## src/rtl/delay_sched_pkg.sv

```systemverilog
// Shared types and limits for the delay-sharing scheduler.
// Stage records are sized for the largest supported configuration; instances
// zero-extend into them and truncate out of them, so unused upper bits are
// constant and drop out in synthesis.
package delay_sched_pkg;

    localparam int unsigned DSCHED_MAX_REQ   = 16;
    localparam int unsigned DSCHED_MAX_DEPTH = 64;
    localparam int unsigned DSCHED_MAX_WIDTH = 64;
    localparam int unsigned DSCHED_ID_W      = $clog2(DSCHED_MAX_REQ);

    // One pipeline stage: valid flag, originating requester and payload
    typedef struct packed {
        logic                        valid;
        logic [DSCHED_ID_W-1:0]      id;
        logic [DSCHED_MAX_WIDTH-1:0] data;
    } dsched_stage_t;

endpackage

```

## src/rtl/delay_share_scheduler_rr_arbiter.sv

```systemverilog
// Round-robin arbiter: combinational one-hot grant searched from the pointer,
// pointer moves past the winner when the caller reports a transfer.
// Ports:
//   i_clk, i_rst  clock, async active-high reset (pointer -> 0)
//   i_req         request vector
//   i_advance     a grant was consumed this cycle
//   o_grant       one-hot grant (zero when no request)
//   o_grant_idx   index of the granted requester
module rr_arbiter #(
    parameter int unsigned NUM_REQ = 4
) (
    input  logic                       i_clk,
    input  logic                       i_rst,
    input  logic [NUM_REQ-1:0]         i_req,
    input  logic                       i_advance,
    output logic [NUM_REQ-1:0]         o_grant,
    output logic [$clog2(NUM_REQ)-1:0] o_grant_idx
);

    localparam int unsigned IDW = $clog2(NUM_REQ);

    logic [IDW-1:0] ptr_q;
    logic [IDW-1:0] ptr_d;
    logic [IDW-1:0] cand;
    logic           found;

    // Pointer register
    always_ff @(posedge i_clk or posedge i_rst) begin
        if (i_rst) begin
            ptr_q <= '0;
        end else begin
            ptr_q <= ptr_d;
        end
    end

    // Search from the pointer with wrap; first requester found wins
    always_comb begin
        o_grant     = '0;
        o_grant_idx = '0;
        found       = 1'b0;
        cand        = '0;
        ptr_d       = ptr_q;
        for (int unsigned i = 0; i < NUM_REQ; i++) begin
            cand = IDW'((32'(ptr_q) + i) % NUM_REQ);
            if (!found && i_req[cand]) begin
                found         = 1'b1;
                o_grant[cand] = 1'b1;
                o_grant_idx   = cand;
            end
        end
        if (i_advance) begin
            ptr_d = (o_grant_idx == IDW'(NUM_REQ - 1)) ? '0 : o_grant_idx + IDW'(1);
        end
    end

endmodule

```

## src/rtl/delay_share_scheduler.sv

```systemverilog
// Shares one programmable-latency delay pipeline among NUM_REQ requesters.
// Ports:
//   i_clk, i_rst              clock, async active-high reset
//   i_req_valid/i_req_data    per-requester word (slice r at r*WIDTH)
//   o_req_ready               one-hot grant, combinational
//   i_flush                   drop every in-flight word, block new grants
//   i_cfg_we/i_cfg_delay      delay write, applied only when idle and in range
//   o_cfg_delay               current delay
//   o_busy                    some word still inside the active stages (comb)
//   o_valid/o_data/o_id       delayed word and its requester
module delay_share_scheduler
    import delay_sched_pkg::*;
#(
    parameter int unsigned NUM_REQ       = 4,
    parameter int unsigned WIDTH         = 8,
    parameter int unsigned DEPTH         = 8,
    parameter int unsigned DEFAULT_DELAY = 2
) (
    input  logic                       i_clk,
    input  logic                       i_rst,
    input  logic [NUM_REQ-1:0]         i_req_valid,
    input  logic [NUM_REQ*WIDTH-1:0]   i_req_data,
    output logic [NUM_REQ-1:0]         o_req_ready,
    input  logic                       i_flush,
    input  logic                       i_cfg_we,
    input  logic [$clog2(DEPTH+1)-1:0] i_cfg_delay,
    output logic [$clog2(DEPTH+1)-1:0] o_cfg_delay,
    output logic                       o_busy,
    output logic                       o_valid,
    output logic [WIDTH-1:0]           o_data,
    output logic [$clog2(NUM_REQ)-1:0] o_id
);

    localparam int unsigned IDW = $clog2(NUM_REQ);
    localparam int unsigned CDW = $clog2(DEPTH + 1);

    logic [NUM_REQ-1:0] arb_req;
    logic [IDW-1:0]     grant_idx;
    logic               transfer;
    logic [WIDTH-1:0]   word;
    logic               cfg_ok;
    logic [CDW-1:0]     cfg_d;
    dsched_stage_t      stage_q [DEPTH];
    dsched_stage_t      stage_d [DEPTH];
    dsched_stage_t      tap;

    // Flush masks requests so nothing is granted and the pointer holds
    assign arb_req  = i_flush ? '0 : i_req_valid;
    assign transfer = |o_req_ready;
    assign word     = i_req_data[32'(grant_idx) * WIDTH +: WIDTH];

    rr_arbiter #(.NUM_REQ(NUM_REQ)) u_arb (
        .i_clk       (i_clk),
        .i_rst       (i_rst),
        .i_req       (arb_req),
        .i_advance   (transfer),
        .o_grant     (o_req_ready),
        .o_grant_idx (grant_idx)
    );

    // Busy: any valid word in the stages covered by the current delay
    always_comb begin
        o_busy = 1'b0;
        for (int unsigned k = 0; k < DEPTH; k++) begin
            if (CDW'(k) < o_cfg_delay && stage_q[k].valid) begin
                o_busy = 1'b1;
            end
        end
    end

    // Config acceptance, pipeline shift and tap selection
    always_comb begin
        cfg_ok = i_cfg_we && !o_busy && !i_flush &&
                 (i_cfg_delay != '0) && (i_cfg_delay <= CDW'(DEPTH));
        cfg_d  = cfg_ok ? i_cfg_delay : o_cfg_delay;

        stage_d[0].valid = transfer && !i_flush;
        stage_d[0].id    = DSCHED_ID_W'(grant_idx);
        stage_d[0].data  = DSCHED_MAX_WIDTH'(word);
        for (int unsigned k = 1; k < DEPTH; k++) begin
            stage_d[k]       = stage_q[k-1];
            // Stages beyond the active delay never hold a live word
            stage_d[k].valid = stage_q[k-1].valid && !i_flush && (CDW'(k) < cfg_d);
        end

        // The output register mirrors stage cfg_d-1, so it is loaded from that stage's next value
        tap = stage_d[0];
        for (int unsigned k = 0; k < DEPTH; k++) begin
            if (cfg_d == CDW'(k + 1)) begin
                tap = stage_d[k];
            end
        end
    end

    // Pipeline, config and output registers
    always_ff @(posedge i_clk or posedge i_rst) begin
        if (i_rst) begin
            for (int unsigned k = 0; k < DEPTH; k++) begin
                stage_q[k] <= '0;
            end
            o_cfg_delay <= CDW'(DEFAULT_DELAY);
            o_valid     <= 1'b0;
            o_data      <= '0;
            o_id        <= '0;
        end else begin
            stage_q     <= stage_d;
            o_cfg_delay <= cfg_d;
            o_valid     <= tap.valid;
            if (tap.valid) begin
                o_data <= WIDTH'(tap.data);
                o_id   <= IDW'(tap.id);
            end
        end
    end

endmodule

```

## config.mk

```make
export PLATFORM = sky130hd
export DESIGN_NAME = delay_share_scheduler
export DESIGN_NICKNAME = d
export VERILOG_FILES = /design/src/rtl/delay_sched_pkg.sv /design/src/rtl/delay_share_scheduler_rr_arbiter.sv /design/src/rtl/delay_share_scheduler.sv
export SDC_FILE = /design/constraint.sdc
export NUM_CORES = 1
export LEC_CHECK = 0
export CAP_MARGIN = 20
export CORE_ASPECT_RATIO = 1.2
export CORE_MARGIN = 5
export CORE_UTILIZATION = 54
export DETAILED_ROUTE_END_ITERATION = 8
export PLACE_DENSITY_LB_ADDON = 0.08
export SYNTH_ARGS = -nofsm -noshare
export SYNTH_HDL_FRONTEND = slang
export SYNTH_HIERARCHICAL = 1
export SYNTH_SLANG_ARGS = --single-unit
export TNS_END_PERCENT = 20
```

## constraint.sdc

```tcl
create_clock -name i_clk -period 6.2 [get_ports i_clk]
set_input_delay 0.62 -clock i_clk [delete_from_list [all_inputs] [get_ports i_clk]]
set_output_delay 0.62 -clock i_clk [all_outputs]
set_load 0.03 [all_outputs]
```

==> results.json, run 1 <==
{
  "status": "completed",
  "cts_sinks": 95,
  "area_delta_synth_final_pct": 18.75,
  "synthCells": 378,
  "antenna_found_initial": 0,
  "drcViolationCount": 0,
  "worst_pin_slew_ns": 1.024,
  "cts_setup_buffers": 0,
  "slew_headroom_pct": 31.45,
  "fmax_mhz": 222.5,
  "yosysWarnings": 6,
  "synth_area_per_cell_um2": 12.01,
  "async_reset_ff_share_pct": 100.0,
  "p_per_area_nw_per_um2": 557.2,
  "hold_viol": 0,
  "fin_cells": 550,
  "endpoint": "o_data[7]$_DFFE_PP0P_",
  "dpl.hpwl_um": 6881,
  "first_pass_iters": 5,
  "ff2ff_path_depth": 14,
  "viasPerCell": 5.884,
  "worstPathRequired_ns": 6.44,
  "overflow": 0,
  "crit_type": "register to register",
  "fin_nets": 481,
  "drive_above_1_share_pct": 12.84,
  "worstReg2RegEnd": "o_data[7]$_DFFE_PP0P_",
  "grt_max_degree": 82,
  "peakVddDrop_mv": 0.4108,
  "synth-edff-count": 0,
  "dieArea_um2": 10340,
  "final_common_cell": "dfrtp_1",
  "clock_path_buffers": 2,
  "dp.cells": 534,
  "worstSetupEndpointType": "register",
  "most-common-layout-cells": "dfrtp_1 (94), clkdlybuf4s50_1 (63), nor2_1 (23), nand2_1 (23)",
  "cp.arrival_ns": 4.74,
  "wl_per_cell_um": 16.95,
  "synth.distinct_cells": 64,
  "rrSetupSlack_ns": 1.71,
  "clock_latency_ns": 0.36,
  "holdPathStages": 0,
  "syn_nets": 428,
  "htree_levels": 3,
  "grt_pass1_vias": 3230,
  "clockRootBuffer": "clkbuf_8",
  "ant_nets": 0,
  "utilization_pct": 66.10,
  "die_h_um": 110.4,
  "grt_usage_pct": 18.46,
  "rsz0062_at_grt": "false",
  "ys_seq_area_share_pct": 52.41,
  "cts_tree": "done",
  "setup_viol": 0,
  "wl_um": 9320,
  "cts_hold_buf": 0,
  "mappedNetlistArea_um2": 4538,
  "setup_tns_ns": 0,
  "row_count": 36,
  "die_width_um": 93.69,
  "numCtsBuffers": 9,
  "leakage_nw": 2.234,
  "fill_cells": 668,
  "routabilityCongestion": 0.9673,
  "start_util_pct": 55.66,
  "grt_pass1_wl_um": 15610,
  "io_pins": 64,
  "hold_ws_ns": 0.3765,
  "core_um2": 8153,
  "start_kind": "register",
  "worstPathMaxFanout": 18,
  "power_mw": 3.003,
  "yosys_most_used_dff": "dfrtp_1",
  "maxCapViolCount": 0,
  "path_clk_slew_ns": 0.10,
  "antennaDiodeCount": 0,
  "holdCritPathClass": "register to register",
  "vias": 3236,
  "io_buffer_count": 63,
  "yosys_register_bits": 95,
  "final.min_clock_period_ns": 4.494,
  "skew_ns": 0.01295,
  "slew_violations": 0,
  "post_cts_resize_count": 0,
  "drt-initial-drc-count": 191,
  "final.period_utilization_pct": 72.49
}
[cells by family after synthesis]
family | after synthesis | synth area share, %
AND/OR/NAND/NOR | 92 | 11.39
flip-flops | 95 | 52.41
adder cells (fa/ha/maj) | 6 | 1.654
AO/OA/AOI/OAI | 118 | 19.44
multiplexers | 30 | 11.06
buffers and inverters | 37 | 4.053
[synth_stat cells, types with 5 or more instances]
cell | count | area, µm²
ha_1 | 6 | 75.07
o211ai_1 | 5 | 37.54
clkbuf_1 | 12 | 45.04
a22oi_1 | 20 | 150.1
nor2b_1 | 11 | 68.82
a21oi_1 | 7 | 35.03
nand2_1 | 23 | 86.33
mux2i_1 | 6 | 60.06
mux2_4 | 9 | 135.1
o22a_1 | 10 | 87.58
buf_2 | 6 | 30.03
mux4_2 | 12 | 270.3
a221oi_1 | 10 | 87.58
o21ai_1 | 7 | 35.03
nor2_1 | 23 | 86.33
o221ai_1 | 9 | 78.83
dfrtp_1 | 94 | 2352
inv_1 | 11 | 41.29
o21ai_0 | 20 | 100.1
[routing by layer]
layer  vias to the layer above  track usage (%)  part of all wire (%)
met5                         -                0                     0
li1                       1541                -                     -
met2                       130            27.90                    47
met1                      1560            27.32                    46
met3                         5            4.218                   6.8
met4                         0            4.046                  0.47
[layout make-up]
| cell class | instances | area [µm²] | share of cell area [%] |
|---|---|---|---|
| Multi-Input combinational cell | 246 | 1976 | 36.66 |
| Sequential cell | 95 | 2379 | 44.14 |
| Inverter | 12 | 46.29 | 0.8591 |
| Tap cell | 114 | 142.6 | 2.647 |
| Clock buffer | 9 | 123.9 | 2.299 |
| Clock inverter | 7 | 61.31 | 1.138 |
| Timing Repair Buffer | 67 | 660.6 | 12.26 |
[metrics by stage]
step | instance area [µm²] | setup WS, ns
floorplan | 4538 | 1.857
global placement | 5204 | 1.453
detailed placement | 5204 | 1.355
CTS | 5389 | 1.725
global route | 5389 | 1.407
finish | 5389 | 1.706
[power breakdown]
group / switching, mW / leakage (nW) / internal [mW]
Combinational: 0.796 / 0.997 / 0.708
Clock: 0.225 / 0.0945 / 0.155
Sequential: 0.203 / 1.14 / 0.916
Total: 1.22 / 2.23 / 1.78
[registers in the layout (all words and copies together), names as in the netlist, named ones only]
signal / flops
o_cfg_delay: 4
o_data: 8
o_id: 2
o_valid: 1
stage_d: 70
stage_q: 8
u_arb/ptr_q: 1
[how the worst min path moves through the flow]
| stage | slack [ns] | startpoint | endpoint |
|---|---|---|---|
| 5_1_grt | 0.39 | stage_d[409]$_DFF_PP0_ | stage_d[340]$_DFF_PP0_ |
| 6_report | 0.38 | stage_d[340]$_DFF_PP0_ | stage_d[271]$_DFF_PP0_ |
| 3_3_place_gp | 0.36 | stage_d[71]$_DFF_PP0_ | stage_d[2]$_DFF_PP0_ |
| 3_5_place_dp | 0.36 | stage_d[74]$_DFF_PP0_ | stage_d[5]$_DFF_PP0_ |
| 2_1_floorplan | 0.35 | stage_d[214]$_DFF_PP0_ | stage_d[145]$_DFF_PP0_ |
| 4_1_cts | 0.38 | stage_d[340]$_DFF_PP0_ | stage_d[271]$_DFF_PP0_ |
[worst max-delay path, stage by stage (launching register included)]
cell and delay [ns]:
dfrtp_1 0.77, inv_1 0.19, ha_1 0.45, mux4_2 0.32, nor2b_1 0.16, nor3b_2 0.18, a22oi_1 0.18, o21ai_0 0.16
or4_1 0.58, nor2b_1 0.18, a32oi_1 0.19, a41oi_1 0.19, a211oi_2 0.22, buf_4 0.25, mux2_2 0.35
Note: power is estimated with default switching activity, not from simulation.
==> run 2: changes to the inputs <==
==> constraint.sdc (replaced) <==
create_clock -name i_clk -period 4.4 [get_ports i_clk]
set_input_delay 0.44 -clock i_clk [delete_from_list [all_inputs] [get_ports i_clk]]
set_output_delay 0.44 -clock i_clk [all_outputs]
set_load 0.03 [all_outputs]
==> results.json, run 2 (same netlist as run 1, synthesis figures left out) <==
{
  "maxCapViolCount": 0,
  "start_util_pct": 55.66,
  "setup_viol": 0,
  "peakVddDrop_mv": 0.4889,
  "dpl.hpwl_um": 7207,
  "routabilityCongestion": 0.8879,
  "wl_per_cell_um": 16.57,
  "grt_pass1_wl_um": 15570,
  "die_width_um": 93.69,
  "p_per_area_nw_per_um2": 779.9,
  "worst_pin_slew_ns": 0.9904,
  "cts_hold_buf": 0,
  "first_pass_iters": 4,
  "antennaDiodeCount": 0,
  "clock_path_buffers": 2,
  "final.period_utilization_pct": 89.82,
  "slew_headroom_pct": 33.67,
  "worstSetupEndpointType": "register",
  "io_pins": 64,
  "skew_ns": 0.01038,
  "fill_cells": 633,
  "cts_sinks": 95,
  "die_h_um": 110.4,
  "drive_above_1_share_pct": 16.30,
  "vias": 3306,
  "clock_latency_ns": 0.36,
  "overflow": 0,
  "fmax_mhz": 253.0,
  "design_area_um2": 5557,
  "core_um2": 8153,
  "place_area_um2": 5344,
  "antenna_found_initial": 0,
  "drt-initial-drc-count": 211,
  "leakage_nw": 2.336,
  "wl_um": 9413,
  "holdCritPathClass": "primary input to asynchronous set/reset pin",
  "dieArea_um2": 10340,
  "cts_setup_buffers": 0,
  "power_mw": 4.333,
  "rsz0062_at_grt": "false",
  "worstPathRequired_ns": 4.65,
  "grt_pass1_vias": 3249,
  "final.min_clock_period_ns": 3.952,
  "crit_type": "primary input to register",
  "worstPathMaxFanout": 11,
  "setup_tns_ns": 0,
  "status": "completed",
  "cp.arrival_ns": 4.20,
  "post_cts_resize_count": 0,
  "viasPerCell": 5.820,
  "hold_viol": 0,
  "ant_nets": 0,
  "largest_reg_flops": 70,
  "numCtsBuffers": 9,
  "grt_usage_pct": 18.45,
  "path_clk_slew_ns": 0.09,
  "grt_max_degree": 66,
  "slew_violations": 0,
  "drcViolationCount": 0,
  "cts_tree": "done",
  "htree_levels": 3,
  "clockRootBuffer": "clkbuf_8",
  "final_common_cell": "dfrtp_1",
  "area_delta_synth_final_pct": 22.44,
  "io_buffer_count": 63,
  "start_kind": "primary input",
  "row_count": 36,
  "fin_nets": 499,
  "most-common-layout-cells": "dfrtp_1 (94), clkdlybuf4s50_1 (63), nor2_1 (23), nand2_1 (23)"
}
-- run 2: changes by cell type in the layout (fill, tap and decap cells not counted), sizes merged --
cell | before | now
buf | 4 | 22
-- run 2: worst paths after layout --
| check | from | to | slack, ns | cells past startpoint |
|---|---|---|---|---|
| max in group asynchronous | i_rst | o_cfg_delay[1]$_DFF_PP1_ | 3.10 | 4 |
| min reg2reg | stage_d[74]$_DFF_PP0_ | stage_d[5]$_DFF_PP0_ | 0.38 | 0 |
| max reg2reg | register | o_data[7]$_DFFE_PP0P_ | 0.51 | 14 |
| max | i_flush | o_data[7]$_DFFE_PP0P_ | 0.45 | 14 |
| min in group i_clk | stage_d[74]$_DFF_PP0_ | stage_d[5]$_DFF_PP0_ | 0.38 | 0 |
| min | i_rst | u_arb/ptr_q[1]$_DFFE_PP0P_ | 0.28 | 2 |
-- run 2: final cells by class --
class	instances	area (µm²)	share of cell area (%)
inverters	12	46.29	0.8331
clock inverters	7	61.31	1.103
multi-input cells	246	1976	35.55
flip-flops and latches	95	2379	42.81
repair buffers	85	828.3	14.91
well taps	114	142.6	2.567
clock buffers	9	123.9	2.229
-- run 2: metal layers --
metal / vias up / share of wire [%] / GRT usage, % / routed length [µm]
li1: 1586 / - / - / -
met1: 1586 / 47 / 26.76 / 4379
met2: 125 / 47 / 28.23 / 4393
met3: 9 / 6.0 / 4.286 / 562
met4: 0 / 0.81 / 4.335 / 76
met5: - / 0 / 0 / 0
-- run 2: per-stage QoR --
stage	instances	utilization [%]	hold slack, ns	worst slack (ns)
global placement	551	65.55	0.3554	0.2418
global route	568	68.16	0.2809	0.2357
detailed placement	551	65.55	0.3605	0.1074
floorplan	378	-	0.1812	0.1911
finish	568	68.16	0.2816	0.4480
CTS	567	67.82	0.2759	0.4823
-- run 2: where the power goes --
| group | switching (mW) | internal (mW) | total, mW |
|---|---|---|---|
| combinational | 1.18 | 1.08 | 2.26 |
| clock | 0.321 | 0.218 | 0.539 |
| sequential | 0.244 | 1.29 | 1.53 |
-- run 2: critical path, cell delays in order --
cell             delay, ns
clkdlybuf4s50_1       0.54
nor2b_1               0.10
buf_4                 0.17
mux4_2                0.48
nor2b_4               0.16
a22oi_1               0.20
o21ai_0               0.13
or4_1                 0.57
nor2b_1               0.17
a32oi_1               0.20
a41oi_1               0.19
a211oi_2              0.31
buf_12                0.19
mux2_2                0.34
==> run 3: changes to the inputs <==
==> constraint.sdc (replaced) <==
create_clock -name i_clk -period 4.5 [get_ports i_clk]
set_input_delay 0.45 -clock i_clk [delete_from_list [all_inputs] [get_ports i_clk]]
set_output_delay 0.45 -clock i_clk [all_outputs]
set_load 0.03 [all_outputs]
==> results.json, run 3 (same netlist as run 1, synthesis figures left out) <==
{
  "fin_nets": 497,
  "wl_per_cell_um": 17.10,
  "seqPwrFrac_pct": 35.6,
  "antenna_found_initial": 0,
  "p_comb_share_pct": 51.4,
  "maxCapViolCount": 0,
  "peakVddDrop_mv": 0.5542,
  "area_delta_synth_final_pct": 22.00,
  "rsz0062_at_grt": "false",
  "core_um2": 8153,
  "setup_tns_ns": 0,
  "routabilityCongestion": 0.8870,
  "crit_type": "register to register",
  "cts_tree": "done",
  "ff2ff_path_depth": 14,
  "clockRootBuffer": "clkbuf_8",
  "htree_levels": 3,
  "post_cts_resize_count": 0,
  "worst_pin_slew_ns": 1.032,
  "utilization_pct": 67.91,
  "cp.arrival_ns": 4.32,
  "power_mw": 4.228,
  "setup_viol": 0,
  "grt_usage_pct": 18.88,
  "clock_latency_ns": 0.36,
  "overflow": 0,
  "fmax_mhz": 246.0,
  "numCtsBuffers": 9,
  "hold_viol": 0,
  "grt_max_degree": 64,
  "drcViolationCount": 0,
  "io_buffer_count": 63,
  "power_switching_mw": 1.727,
  "holdCritPathClass": "primary input to asynchronous set/reset pin",
  "ant_nets": 0,
  "die_h_um": 110.4,
  "slew_headroom_pct": 30.88,
  "grt_pass1_wl_um": 15750,
  "final_common_cell": "dfrtp_1",
  "row_count": 36,
  "r2r-start": "u_arb/ptr_q[1]$_DFFE_PP0P_",
  "dieArea_um2": 10340,
  "hold_ws_ns": 0.2881,
  "vias": 3307,
  "fin_cells": 566,
  "die_width_um": 93.69,
  "start_kind": "register",
  "io_pins": 64,
  "p_int_mw": 2.501,
  "leakage_nw": 2.325,
  "skew_ns": 0.008305,
  "clock_power_share_pct": 13.0,
  "first_pass_iters": 4,
  "cts_hold_buf": 0,
  "switching_share_pct": 40.84,
  "worstSetupEndpointType": "register",
  "grt_pass1_vias": 3256,
  "antennaDiodeCount": 0,
  "status": "completed",
  "cts_sinks": 95,
  "wl_um": 9677,
  "most-common-layout-cells": "dfrtp_1 (94), clkdlybuf4s50_1 (63), nor2_1 (23), nand2_1 (23)",
  "clock_path_buffers": 2,
  "viasPerCell": 5.843,
  "cts_setup_buffers": 0,
  "drive_above_1_share_pct": 15.93,
  "final.period_utilization_pct": 90.34,
  "worstSetupStartpoint": "u_arb/ptr_q[1]$_DFFE_PP0P_",
  "p_per_area_nw_per_um2": 763.6,
  "worstPathMaxFanout": 11,
  "dp.cells": 549,
  "final.min_clock_period_ns": 4.066,
  "dpl.hpwl_um": 7204,
  "largest_reg_flops": 70,
  "slew_violations": 0,
  "path_clk_slew_ns": 0.10,
  "worstPathRequired_ns": 4.76,
  "drt-initial-drc-count": 240,
  "start_util_pct": 55.66
}
## run 3: cell type report
cell class	instances	area (µm²)
Tap cell	114	142.6
Inverter	12	46.29
Clock buffer	9	123.9
Clock inverter	7	76.32
Timing Repair Buffer	83	793.3
Sequential cell	95	2379
Fill cell	628	2616
Multi-Input combinational cell	246	1976
## run 3: power groups by stage
| stage | Clock [mW] | Sequential [mW] | Combinational, mW |
|---|---|---|---|
| floorplan | 0 | 1.57 | 1.49 |
| global placement | 0 | 1.50 | 2.11 |
| detailed placement | 0 | 1.52 | 2.15 |
| CTS | 0.562 | 1.50 | 2.17 |
| global route | 0.599 | 1.56 | 2.36 |
| finish | 0.549 | 1.51 | 2.17 |
## run 3: routing by layer
metal	up-vias	wire length, µm	part of all wire (%)	global-route usage (%)
met5	-	0	0	0
met4	0	53	0.55	5.973
met3	7	576	6.0	4.354
met2	107	4579	47	29.37
met1	1617	4467	46	26.21
li1	1576	-	-	-
## run 3: final timing paths
check	to	slack [ns]
worst max-delay path	o_data[7]$_DFFE_PP0P_	0.43
worst min-delay path	u_arb/ptr_q[1]$_DFFE_PP0P_	0.29
worst max register to register	o_data[7]$_DFFE_PP0P_	0.43
worst min register to register	stage_d[142]$_DFF_PP0_	0.38
max in group asynchronous	stage_d[212]$_DFF_PP0_	3.13
min in group i_clk	stage_d[142]$_DFF_PP0_	0.38
## run 3: per-stage QoR
stage	setup slack (ns)	instance area, µm²
finish	0.4345	5537
global route	0.1249	5537
CTS	0.4132	5517
detailed placement	0.1907	5316
global placement	0.3171	5316
floorplan	0.2911	4538
## run 3: worst max-delay path, stage by stage (launching register included)
cell and delay (ns):
dfrtp_1 0.51, inv_1 0.12, ha_1 0.42, mux4_2 0.32, nor2b_1 0.17, nor3b_2 0.18, a22oi_1 0.17, o21ai_0 0.15
or4_1 0.56, nor2b_1 0.17, a32oi_1 0.19, a41oi_1 0.18, a211oi_2 0.22, buf_4 0.25, mux2_2 0.35
==> RTL edit: new RTL, flow settings as in run 3 <==
The parameter `WIDTH` goes from 8 to 12.
--- a/src/rtl/delay_share_scheduler.sv
+++ b/src/rtl/delay_share_scheduler.sv
@@ -14,3 +14,3 @@
     parameter int unsigned NUM_REQ       = 4,
-    parameter int unsigned WIDTH         = 8,
+    parameter int unsigned WIDTH         = 12,
     parameter int unsigned DEPTH         = 8,
Ports: changed (resized i_req_data and o_data); port bits go from 64 to 84. The function was not compared with the original's and may differ.
==> RTL edit against run 3 <==
Wire length grew 36%. Via count increased by 25%. Synthesized area is 28% higher. Sequential share of layout area is 0.12 points higher. Clock power grew to 2.5 times the old value. Final area up 33%. Worst setup slack got worse by 0.14 ns. Sequential cell count is 32 higher. Power increased by 43%. Critical endpoint unchanged. Highest routed layer unchanged.
==> RTL edit: results (changes against run 3) <==
| Metric | Value |
|---|---|
| Status | finished clean |
| Routability cong. | 0.910 (+2.6%) |
| Count of buffers from port buffering | 83 (+32%) |
| DRT Pass-1 Iters | 6 (+2) |
| YS warnings | 6 (unchanged) |
| H-tree Lvls | 4 (+1) |
| Hold buffers post-CTS | 0 (unchanged) |
| Syn_nets | 513 (+20%) |
| Max reg flops | 98 (+40%) |
| Largest net degree at the start of global routing | 73 (+14%) |
| Hold WC Path Type | in2async |
| Register area share after synthesis | 54.8% (+2.4 points) |
| Bufs on Longest Clock Path | 2 (unchanged) |
| Worst Path Arrival | 4.49 ns (+0.17 ns) |
| Slew HR | 28.7% (-2.2 points) |
| Commonest cells in the synthesized netlist | dfrtp_1, a22oi_1, nand2_1, nor2_1, mux2_2 |
| Cell taking the most area after synthesis | dfrtp_1 |
| FILL cells | 735 (+17%) |
| Hold Fails Final Rpt | 0 (unchanged) |
| Worst Skew | 0.0125 ns (+0.00415 ns) |
| Top cells by area, synth | dfrtp_1, mux4_2, a22oi_1, mux2_2, mux2_4 |
| DRC Markers | 0 (unchanged) |
| First-pass GRT wire length | 21600 µm (+37%) |
| R2R depth | 15 (+1) |
| P_leak | 0.00311 µW (+34%) |
| Peak supply drop | 348 µV (-37%) |
| GRT Util Overall | 21.2% (+2.3 points) |
| Share of layout cells above drive strength 1 | 20.9% (+5.0 points) |
| Initial antenna violation count | 0 (unchanged) |
| Synth unique cells | 78 (+22%) |
| Vias in the first global route | 4278 (+31%) |
| Post-DP HPWL | 9200 µm (+28%) |
| DR iter-0 viols | 239 (-0.42%) |
| Peak fanout along the critical path | 14 (+3) |
| Clk Latency, worst-skew pair | 0.41 ns (+0.05 ns) |
| Async S/R FF share, synth | 100% (unchanged) |
| Inserted Diodes | 0 (unchanged) |
| Pre-CTS setup slack | 0.0396 ns (-0.151 ns) |
| Layout Nets | 605 (+22%) |
| Cts repair resizes | 0 (unchanged) |
| Post-CTS Setup Bufs | 0 (unchanged) |
| Max-cap violations | 0 (unchanged) |
| Clk root buf | clkbuf_16 |
| CTS buffer count | 17 (+8) |
| Post-synth top area share | 54.4% (+2.5 points) |
| Worst-path clk slew | 0.05 ns (-0.05 ns) |
| Vias per inst | 6.09 (+4.3%) |
| Routed WL per cell | 19.3 µm (+13%) |
RTL edit: worst paths after layout:
path / startpoint / end / slack [ns]
max: u_arb/ptr_q[1] / o_data[7] / 0.29
min: i_rst / asynchronous set/reset pin / 0.31
max reg2reg: u_arb/ptr_q[1] / o_data[7] / 0.29
min reg2reg: stage_d[479] / stage_d[410] / 0.36
max in group asynchronous: i_rst / stage_d[142] / 3.08
min in group i_clk: stage_d[479] / stage_d[410] / 0.36
RTL edit: power by group:
group	switching [µW]	total, µW	internal, µW
Clock	472	1380	912
Sequential	339	2050	1710
Combinational	1380	2620	1240
RTL edit: cells by family after synthesis:
family	count (synthesis)	share of synthesized area (%)
flops	127	54.8
mux	53	13.8
simple gates	94	9.45
fa+ha+maj	6	1.29
compound gates	133	17.8
buf+inv	34	2.91
RTL edit: critical path: stages (launching register included):
cell and delay (ns):
dfrtp_1 0.51, inv_1 0.12, ha_1 0.43, mux4_2 0.33, nor2b_1 0.17, nor3b_2 0.18, a22oi_1 0.15, o21ai_0 0.15
nor4_1 0.42, inv_1 0.15, a311o_1 0.30, o2111ai_1 0.13, nand4bb_1 0.21, a31oi_2 0.28, inv_2 0.22, mux2_4 0.35
RTL edit: stage by stage:
stage	cell area (µm²)	util (%)	cells	hold slack (ns)
3_3_place_gp	6770	64.4	649	0.350
4_1_cts	7380	70.2	679	0.307
6_report	7380	70.2	679	0.308
5_1_grt	7380	70.2	679	0.314
3_5_place_dp	6770	64.4	649	0.359
2_1_floorplan	5800	-	447	0.191
RTL edit: cell type report:
cell class,count,area [µm²],area share [%]
flip-flops and latches,127,3180,43.1
well taps,129,161,2.19
multi-input cells,286,2450,33.2
clock inverters,8,131,1.78
repair buffers,95,933,12.6
clock buffers,22,474,6.43
inverters,12,47.5,0.644
RTL edit: metal layers:
metal  wire (µm)  GRT usage [%]  vias to the layer above
met1        6070           29.0                     2068
met2        6190           33.6                      152
met4          71           5.12                        0
met5           0              0                        -
met3         808           6.27                       10
li1            -              -                     1906
